$ cat src/rtl/cache_pkg.sv
// Shared types and datapath mux select encodings for the cache sequencer.
package cache_pkg;

  typedef enum logic [1:0] {
    IDLE      = 2'd0,
    WRITEBACK = 2'd1,
    REFILL    = 2'd2,
    FILL_DONE = 2'd3
  } seq_state_e;

  localparam logic CACHE_SRC_MEM  = 1'b0;
  localparam logic CACHE_SRC_REG  = 1'b1;
  localparam logic MEM_ADDR_ALU   = 1'b0;
  localparam logic MEM_ADDR_CACHE = 1'b1;

endpackage

$ cat src/rtl/mem_beat_counter.sv
// Memory latency counter plus word-in-line index, shared by writeback and refill.
module mem_beat_counter #(
  parameter int LINE_WORDS  = 4,
  parameter int MEM_LATENCY = 4,
  parameter int IDX_W       = (LINE_WORDS > 1) ? $clog2(LINE_WORDS) : 1,
  parameter int CNT_W       = (MEM_LATENCY > 1) ? $clog2(MEM_LATENCY) : 1
) (
  input  logic             clk,
  input  logic             rst,
  input  logic             clear,
  input  logic             enable,
  output logic             beat_done,
  output logic             last_beat,
  output logic [IDX_W-1:0] word_idx
);

  localparam logic [CNT_W-1:0] CNT_LAST = CNT_W'(MEM_LATENCY - 1);
  localparam logic [IDX_W-1:0] IDX_LAST = IDX_W'(LINE_WORDS - 1);

  logic [CNT_W-1:0] cnt_q;
  logic [IDX_W-1:0] idx_q;

  assign beat_done = enable && (cnt_q == CNT_LAST);
  assign last_beat = (idx_q == IDX_LAST);
  assign word_idx  = idx_q;

  // Index returns to 0 after the final word so the next phase starts clean.
  always_ff @(posedge clk) begin
    if (rst || clear) begin
      cnt_q <= '0;
      idx_q <= '0;
    end else if (enable) begin
      if (cnt_q == CNT_LAST) begin
        cnt_q <= '0;
        idx_q <= last_beat ? '0 : idx_q + IDX_W'(1);
      end else begin
        cnt_q <= cnt_q + CNT_W'(1);
      end
    end
  end

endmodule

$ cat src/rtl/cache_sequencer.sv
// Write-back direct-mapped cache miss sequencer: stalls the pipeline, writes back
// a dirty victim, refills the line word by word, then lets the access retry as a hit.
module cache_sequencer
  import cache_pkg::*;
#(
  parameter int LINE_WORDS  = 4,
  parameter int MEM_LATENCY = 4,
  parameter int IDX_W       = (LINE_WORDS > 1) ? $clog2(LINE_WORDS) : 1
) (
  input  logic             clk,
  input  logic             rst,
  input  logic             mem_read,
  input  logic             mem_write,
  input  logic             is_nop,
  input  logic             cache_hit,
  input  logic             cache_dirty,
  output logic             pc_enable,
  output logic             we_cache,
  output logic             set_valid,
  output logic             set_dirty,
  output logic             we_memory,
  output logic             cache_input_type,
  output logic             memory_address_type,
  output logic [IDX_W-1:0] word_idx,
  output logic             busy
);

  seq_state_e       state_q, state_d;
  logic             access;
  logic             beat_done, last_beat;
  logic             cnt_clear, cnt_enable;
  logic [IDX_W-1:0] cnt_idx;

  assign access     = (mem_read || mem_write) && !is_nop;
  assign cnt_enable = (state_q == WRITEBACK) || (state_q == REFILL);
  assign cnt_clear  = (state_q == IDLE) ||
                      ((state_q == WRITEBACK) && beat_done && last_beat);

  mem_beat_counter #(
    .LINE_WORDS (LINE_WORDS),
    .MEM_LATENCY(MEM_LATENCY),
    .IDX_W      (IDX_W)
  ) u_beat (
    .clk      (clk),
    .rst      (rst),
    .clear    (cnt_clear),
    .enable   (cnt_enable),
    .beat_done(beat_done),
    .last_beat(last_beat),
    .word_idx (cnt_idx)
  );

  always_ff @(posedge clk) begin
    if (rst) state_q <= IDLE;
    else     state_q <= state_d;
  end

  always_comb begin
    state_d = state_q;
    unique case (state_q)
      IDLE:      if (access && !cache_hit) state_d = cache_dirty ? WRITEBACK : REFILL;
      WRITEBACK: if (beat_done && last_beat) state_d = REFILL;
      REFILL:    if (beat_done && last_beat) state_d = FILL_DONE;
      FILL_DONE: state_d = IDLE;
      default:   state_d = IDLE;
    endcase
  end

  // Everything is held at 0 during reset, including pc_enable.
  always_comb begin
    pc_enable           = 1'b0;
    we_cache            = 1'b0;
    set_valid           = 1'b0;
    set_dirty           = 1'b0;
    we_memory           = 1'b0;
    cache_input_type    = CACHE_SRC_MEM;
    memory_address_type = MEM_ADDR_ALU;
    word_idx            = '0;
    busy                = 1'b0;
    if (!rst) begin
      word_idx = cnt_idx;
      busy     = (state_q != IDLE);
      unique case (state_q)
        IDLE: begin
          pc_enable = !access || cache_hit;
          if (access && cache_hit && mem_write) begin
            we_cache         = 1'b1;
            cache_input_type = CACHE_SRC_REG;
            set_dirty        = 1'b1;
          end
        end
        WRITEBACK: begin
          memory_address_type = MEM_ADDR_CACHE;
          we_memory           = beat_done;
        end
        REFILL: begin
          memory_address_type = MEM_ADDR_ALU;
          cache_input_type    = CACHE_SRC_MEM;
          we_cache            = beat_done;
        end
        FILL_DONE: set_valid = 1'b1;
        default: ;
      endcase
    end
  end

endmodule

$ cat config.mk
export PLATFORM = sky130hd
export DESIGN_NAME = cache_sequencer
export DESIGN_NICKNAME = d
export VERILOG_FILES = /design/src/rtl/cache_pkg.sv /design/src/rtl/mem_beat_counter.sv /design/src/rtl/cache_sequencer.sv
export SDC_FILE = /design/constraint.sdc
export NUM_CORES = 1
export LEC_CHECK = 0
export ABC_AREA = 1
export BUFFER_PORTS_ARGS = -buffer_cell sky130_fd_sc_hd__buf_2
export CAP_MARGIN = 30
export CELL_PAD_IN_SITES_DETAIL_PLACEMENT = 1
export CELL_PAD_IN_SITES_GLOBAL_PLACEMENT = 2
export CORE_UTILIZATION = 27
export CTS_BUF_LIST = sky130_fd_sc_hd__clkbuf_2
export CTS_CLUSTER_DIAMETER = 120
export DETAILED_ROUTE_END_ITERATION = 7
export PLACE_DENSITY = 0.81
export SLEW_MARGIN = 10
export SYNTH_ARGS = -nofsm -noshare
export SYNTH_HDL_FRONTEND = slang
export SYNTH_SLANG_ARGS = --single-unit
$ cat constraint.sdc
create_clock -name clk -period 2.1 [get_ports clk]
set_input_delay 0 -clock clk [delete_from_list [all_inputs] [get_ports clk]]
set_output_delay 0 -clock clk [all_outputs]
set_load 0.03 [all_outputs]
==> flow_summary.yaml, run 1 <==
run_status:
  outcome: "finished with violations"
  violations: "design-rule violations"
sta:
  tightest_slew_ns: 0.223
  period_share_pct: 76.0
  finClkSkew_ns: 0.00428
  finalSetupTns_ns: 0
  rsz0062_at_grt: "no"
  max_freq_mhz: 627
  setup_viol: 0
  drv_slew: 0
  period_minus_slack_ns: 1.60
  slew_headroom_pct: 85.2
  finalHoldViolations: 0
synth:
  synth_top_cell_by_area: "dfxtp_1"
  synth_ff_type: "dfxtp_1"
  synth_enable_flop_cells: 0
  synthTopCellsByCount: "13 x inv_1, 12 x nand2_1, 12 x nor2_1"
  mappedNetlistNets: 85
  netlist_area_um2: 469
  syn_inst: 72
  yosysSeqAreaShare_pct: 25.6
  synth.distinct_cells: 17
  synth_warnings: 0
  synthTopCellsByArea: "dfxtp_1 26%, ha_1 16%, inv_1 10%"
  synthArstFlopShare_pct: 0
  netlist.area_leader.share_pct: 25.6
  avgSynthCellArea_um2: 6.52
  yosysMostFrequentCell: "inv_1"
  synth-seq-cells: 6
pwr:
  p_leak_nw: 0.316
  p_per_area_nw_per_um2: 1080
  peakVddDrop_mv: 0.454
  total_power_w: 0.000620
global_route:
  grt_start_max_net_pins: 11
  grtUsageTotal_pct: 13.0
  grt-ovfl-total: 0
  antenna_found_initial: 0
  grt_first_pass_wirelength_um: 1790
  grt_pass1_vias: 466
worst_setup_path:
  crit_type: "flip-flop to output pin"
  startpoint_type: "flip-flop"
  worstPathRequired_ns: 2.10
  slowest_delay_ns: 0.41
  regToRegStartpoint: "state_q[1]$_SDFFE_PP0P_"
  crit_chain: "inv_1 -> ha_1 -> nand2_1 -> nor3_1 -> buf_2"
  path_buf_inv: 2
  slowest_stage: "ha_1"
  crit_path_end_kind: "output pin"
  arrival_ns: 1.60
  crit_fanout: 7
  critPathTopFamily: "adder cells"
  cp-startpoint: "state_q[1]$_SDFFE_PP0P_"
route:
  route.detailed.wl_per_inst_um: 9.95
  post_drt_via_cell_ratio: 4.50
  drt_iter0_markers: 5
  vias: 473
  ant_nets: 0
  drc_errors: 3
  wirelength_um: 1050
  drt_pass1_iterations: 5
layout:
  nets: 104
  diodes: 0
  area_delta_synth_final_pct: 21.9
  drive_gt1_share_pct: 27.0
clocking:
  cts_sinks: 6
  cts_buffer_depth: 2
  root_buffer: "clkbuf_2"
  cts_resized: 0
  clk_pin_slew_worst_paths_ns: 0.06
  postCtsSetupBuffers: 0
  cts_buffers: 3
  h-tree-depth: 1
  clk_latency_ns: 0.21
  tritoncts: "built"
  hold_buffers: 0
min_path:
  hold_path.startpoint: "rst"
  min-delay-path-class: "input port to flip-flop"
die:
  dieArea_um2: 1910
  rows: 14
  start_util_pct: 30.1
  io_pins: 17
  fp.coreArea_um2: 1560
  die_h_um: 43.7
  die_w_um: 43.7
run:
  cap_violations: 0
place:
  globalplace.congestion: 0.683
  portBuffers: 16
cell families after synthesis:
| group | Yosys count | synth area share (%) |
|---|---|---|
| AO/OA/AOI/OAI | 9 | 10.4 |
| adder cells (fa/ha/maj) | 6 | 16.0 |
| buffers and inverters | 15 | 13.1 |
| flip-flops | 6 | 25.6 |
| AND/OR/NAND/NOR | 36 | 34.9 |
final cells by class:
class / count / area (um2)
clock buffer: 3 / 15.0
fill: 217 / 987
inverter: 13 / 48.8
multi-input combinational: 51 / 288
sequential: 6 / 120
tap: 16 / 20.0
timing repair buffer: 16 / 80.1
layer usage:
metal / GRT usage [%] / vias up / wire [um] / share of wire (%)
li1: - / 258 / - / -
met1: 14.8 / 202 / 478 / 46
met2: 21.5 / 11 / 508 / 49
met3: 2.50 / 2 / 50 / 4.8
met4: 9.38 / 0 / 6 / 0.57
met5: 0 / - / 0 / 0
through the flow:
step	cells	area (um2)	util, %	hold slack, ns	setup slack (ns)
floorplan	72	469	-	0.210	0.518
global placement	102	557	35.7	0.415	0.733
detailed placement	102	557	35.7	0.423	0.690
CTS	105	572	36.7	0.197	0.449
global route	105	572	36.7	0.214	0.328
finish	105	572	36.7	0.204	0.504
tightest hold or removal path, cell delays in order:
cell and delay [ns]:
buf_2 0.19, inv_1 0.08, nand2_1 0.07, nor2_1 0.04
layout by cell type, fill, tap and decap left out, drive strengths merged:
cell type | synthesis | routed
inv | 13 | 13
or2 | 1 | 1
clkbuf | 0 | 3
buf | 2 | 16
o21ai | 2 | 2
nor2 | 13 | 13
nand3 | 6 | 6
nand2 | 13 | 13
ha | 6 | 6
a21oi | 7 | 7
dfxtp | 6 | 6
nor3 | 3 | 3
worst paths after layout:
path	to	slack, ns	depth (start not counted)
hold reg to reg	u_beat.cnt_q[1]$_SDFFE_PP0P_	0.47	2
setup / recovery	we_memory	0.50	5
setup reg to reg	u_beat.word_idx[0]$_SDFFE_PP0N_	0.70	5
hold / removal	state_q[1]$_SDFFE_PP0P_	0.20	4
where the power goes:
part / switching (W) / total [W] / leakage, nW / internal (W)
Clock: 0.0000395 / 0.0000782 / 0.0125 / 0.0000387
Combinational: 0.000256 / 0.000383 / 0.255 / 0.000128
Sequential: 0.0000215 / 0.000159 / 0.0488 / 0.000137
registers in the layout (all words and copies together) (netlist names):
register	flops
u_beat.word_idx	2
u_beat.cnt_q	2
state_q	2
Note: power is estimated with default switching activity, not from simulation.
==> inputs of run 2 (changes only) <==
CORE_UTILIZATION = 22   (was 27)
PLACE_DENSITY = 0.7   (was 0.81)
clock period = 1.3 ns   (was 2.1 ns; I/O delays follow)
==> run 2 against run 1 <==
Effect of this change: the flow now finishes without violations; first-iteration DRC count down 40%; clock power up 61%; critical path type is now flip-flop to flip-flop; sequential share of layout area down 3.4 points; clock skew up 0.0042 ns; highest routed layer unchanged; via count up 5.7%; worst hold slack better by 0.045 ns; core utilization down 1.6 points; die area up 22%; worst setup slack worse by 0.49 ns; power up 99%; cell area up 22%; sequential power up 58%; largest cell class unchanged; critical endpoint is now state_q[1]$_SDFFE_PP0P_.
==> flow_summary.yaml, run 2 (same netlist as run 1, synthesis figures left out) <==
run_status:
  outcome: "completed"
route:
  vias: 500
  wirelength_um: 1160
  post_drt_via_cell_ratio: 4.20
  drt_pass1_iterations: 3
  drc_errors: 0
  ant_nets: 0
  drt_iter0_markers: 3
  route.detailed.wl_per_inst_um: 9.73
clocking:
  root_buffer: "clkbuf_2"
  cts_sinks: 6
  cts_buffer_depth: 2
  h-tree-depth: 1
  clk_latency_ns: 0.22
  cts_buffers: 3
  clk_pin_slew_worst_paths_ns: 0.06
  hold_buffers: 0
  tritoncts: "built"
worst_setup_path:
  slowest_stage: "dfxtp_2"
  arrival_ns: 1.40
  path_buf_inv: 1
  crit_type: "flip-flop to flip-flop"
  crit_chain: "buf_4 -> ha_2 -> or2_1 -> nand2_2 -> nand3_1 -> nand2_1 -> nor2_1"
  crit_path_end_kind: "flip-flop"
  startpoint_type: "flip-flop"
  critPathTopFamily: "simple AND/OR/NAND/NOR gates"
  slowest_delay_ns: 0.32
  crit_fanout: 4
  worstPathRequired_ns: 1.41
global_route:
  grt_use_met1_pct: 12.9
  grt-ovfl-total: 0
  met2_usage_pct: 16.8
  grtUsageTotal_pct: 11.0
  grt.busiest_layer: "met2"
  grt_pass1_vias: 418
  antenna_found_initial: 0
  use_met3_pct: 2.22
  grt_start_max_net_pins: 11
  grt_first_pass_wirelength_um: 1680
place:
  dp_cells: 115
  pre_cts_ws_ns: -0.0583
  dp_hpwl_um: 922
  globalplace.congestion: 0.649
  portBuffers: 16
pwr:
  p_leak_nw: 0.332
  p_int_w: 0.000643
  p_per_area_nw_per_um2: 1780
  power_frac_comb_pct: 69.5
  switching_power_w: 0.000593
  swShare_pct: 48.0
  seqPwrFrac_pct: 20.3
  peakVddDrop_mv: 1.18
  total_power_w: 0.00124
  clock_power_share_pct: 10.2
sta:
  drv_slew: 0
  period_minus_slack_ns: 1.29
  tightest_slew_ns: 0.248
  finClkSkew_ns: 0.00849
  setup_viol: 0
  fin_ws_ns: 0.0107
  finalHoldViolations: 0
  slew_headroom_pct: 83.5
  rsz0062_at_grt: "yes"
  max_freq_mhz: 776
  period_share_pct: 99.2
die:
  die_w_um: 48.2
  fp.coreArea_um2: 1980
  start_util_pct: 23.7
  die_h_um: 48.2
  rows: 16
  dieArea_um2: 2320
  io_pins: 17
layout:
  area_delta_synth_final_pct: 48.3
  nFillCells: 259
  drive_gt1_share_pct: 46.7
  final_cell_mix: "11 x nor2_1, 11 x buf_2, 10 x inv_1, 10 x nand2_1, 6 x a21oi_1"
  nets: 107
  diodes: 0
  finalNonFillerCells: 119
min_path:
  min-delay-path-class: "input port to flip-flop"
run:
  cap_violations: 0
run 2: cell types whose count changed in the layout (fill, tap and decap cells not counted), sizes merged:
cell | previous run | this run
buf | 16 | 19
run 2: worst register-to-register path, stage by stage (launching register included):
cell and delay, ns:
dfxtp_2 0.32, buf_4 0.14, ha_2 0.19, or2_1 0.24, nand2_2 0.10, nand3_1 0.08, nand2_1 0.08, nor2_1 0.04
run 2: area by class of cell:
cell class / instances / area (um2) / area share, %
multi-input combinational: 51 / 349 / 50.2
sequential: 6 / 123 / 17.6
clock buffer: 3 / 15.0 / 2.16
tap: 27 / 33.8 / 4.86
inverter: 13 / 48.8 / 7.01
timing repair buffer: 19 / 126 / 18.2
run 2: metrics by stage:
stage	TNS [ns]	utilization [%]	area (um2)	hold slack, ns
final	0	35.1	696	0.249
after global routing	-0.233	35.1	696	0.275
after CTS	0	32.8	651	0.241
after detailed placement	-0.119	30.1	597	0.441
after global placement	-0.0264	30.1	597	0.436
after floorplan	-0.0630	-	480	0.202
run 2: power groups by stage:
stage,combinational (W),clock [W],sequential (W)
floorplan,0.000493,0,0.000252
global placement,0.000679,0,0.000242
detailed placement,0.000682,0,0.000246
CTS,0.000796,0.000136,0.000252
global route,0.000950,0.000151,0.000254
finish,0.000858,0.000126,0.000251
run 2: final timing paths:
check	cells after the start	to	startpoint	slack [ns]
worst max-delay path	7	state_q[1]$_SDFFE_PP0P_	state_q[1]$_SDFFE_PP0P_	0.01
worst min-delay path	4	state_q[1]$_SDFFE_PP0P_	rst	0.25
worst max register to register	7	state_q[1]$_SDFFE_PP0P_	state_q[1]$_SDFFE_PP0P_	0.01
worst min register to register	2	u_beat.cnt_q[1]$_SDFFE_PP0P_	u_beat.cnt_q[1]$_SDFFE_PP0P_	0.48
run 2: repair_timing:
item                                    4_1_cts  5_1_grt
setup buffers                                 1        0
pin swaps                                     2        2
endpoints found under the setup margin       11        8
resized for setup                            12       15
run 2: layer usage:
metal | vias to the layer above | wire length, um
met3 | 2 | 30
met2 | 10 | 550
li1 | 264 | -
met4 | 0 | 12
met5 | - | 0
met1 | 224 | 565
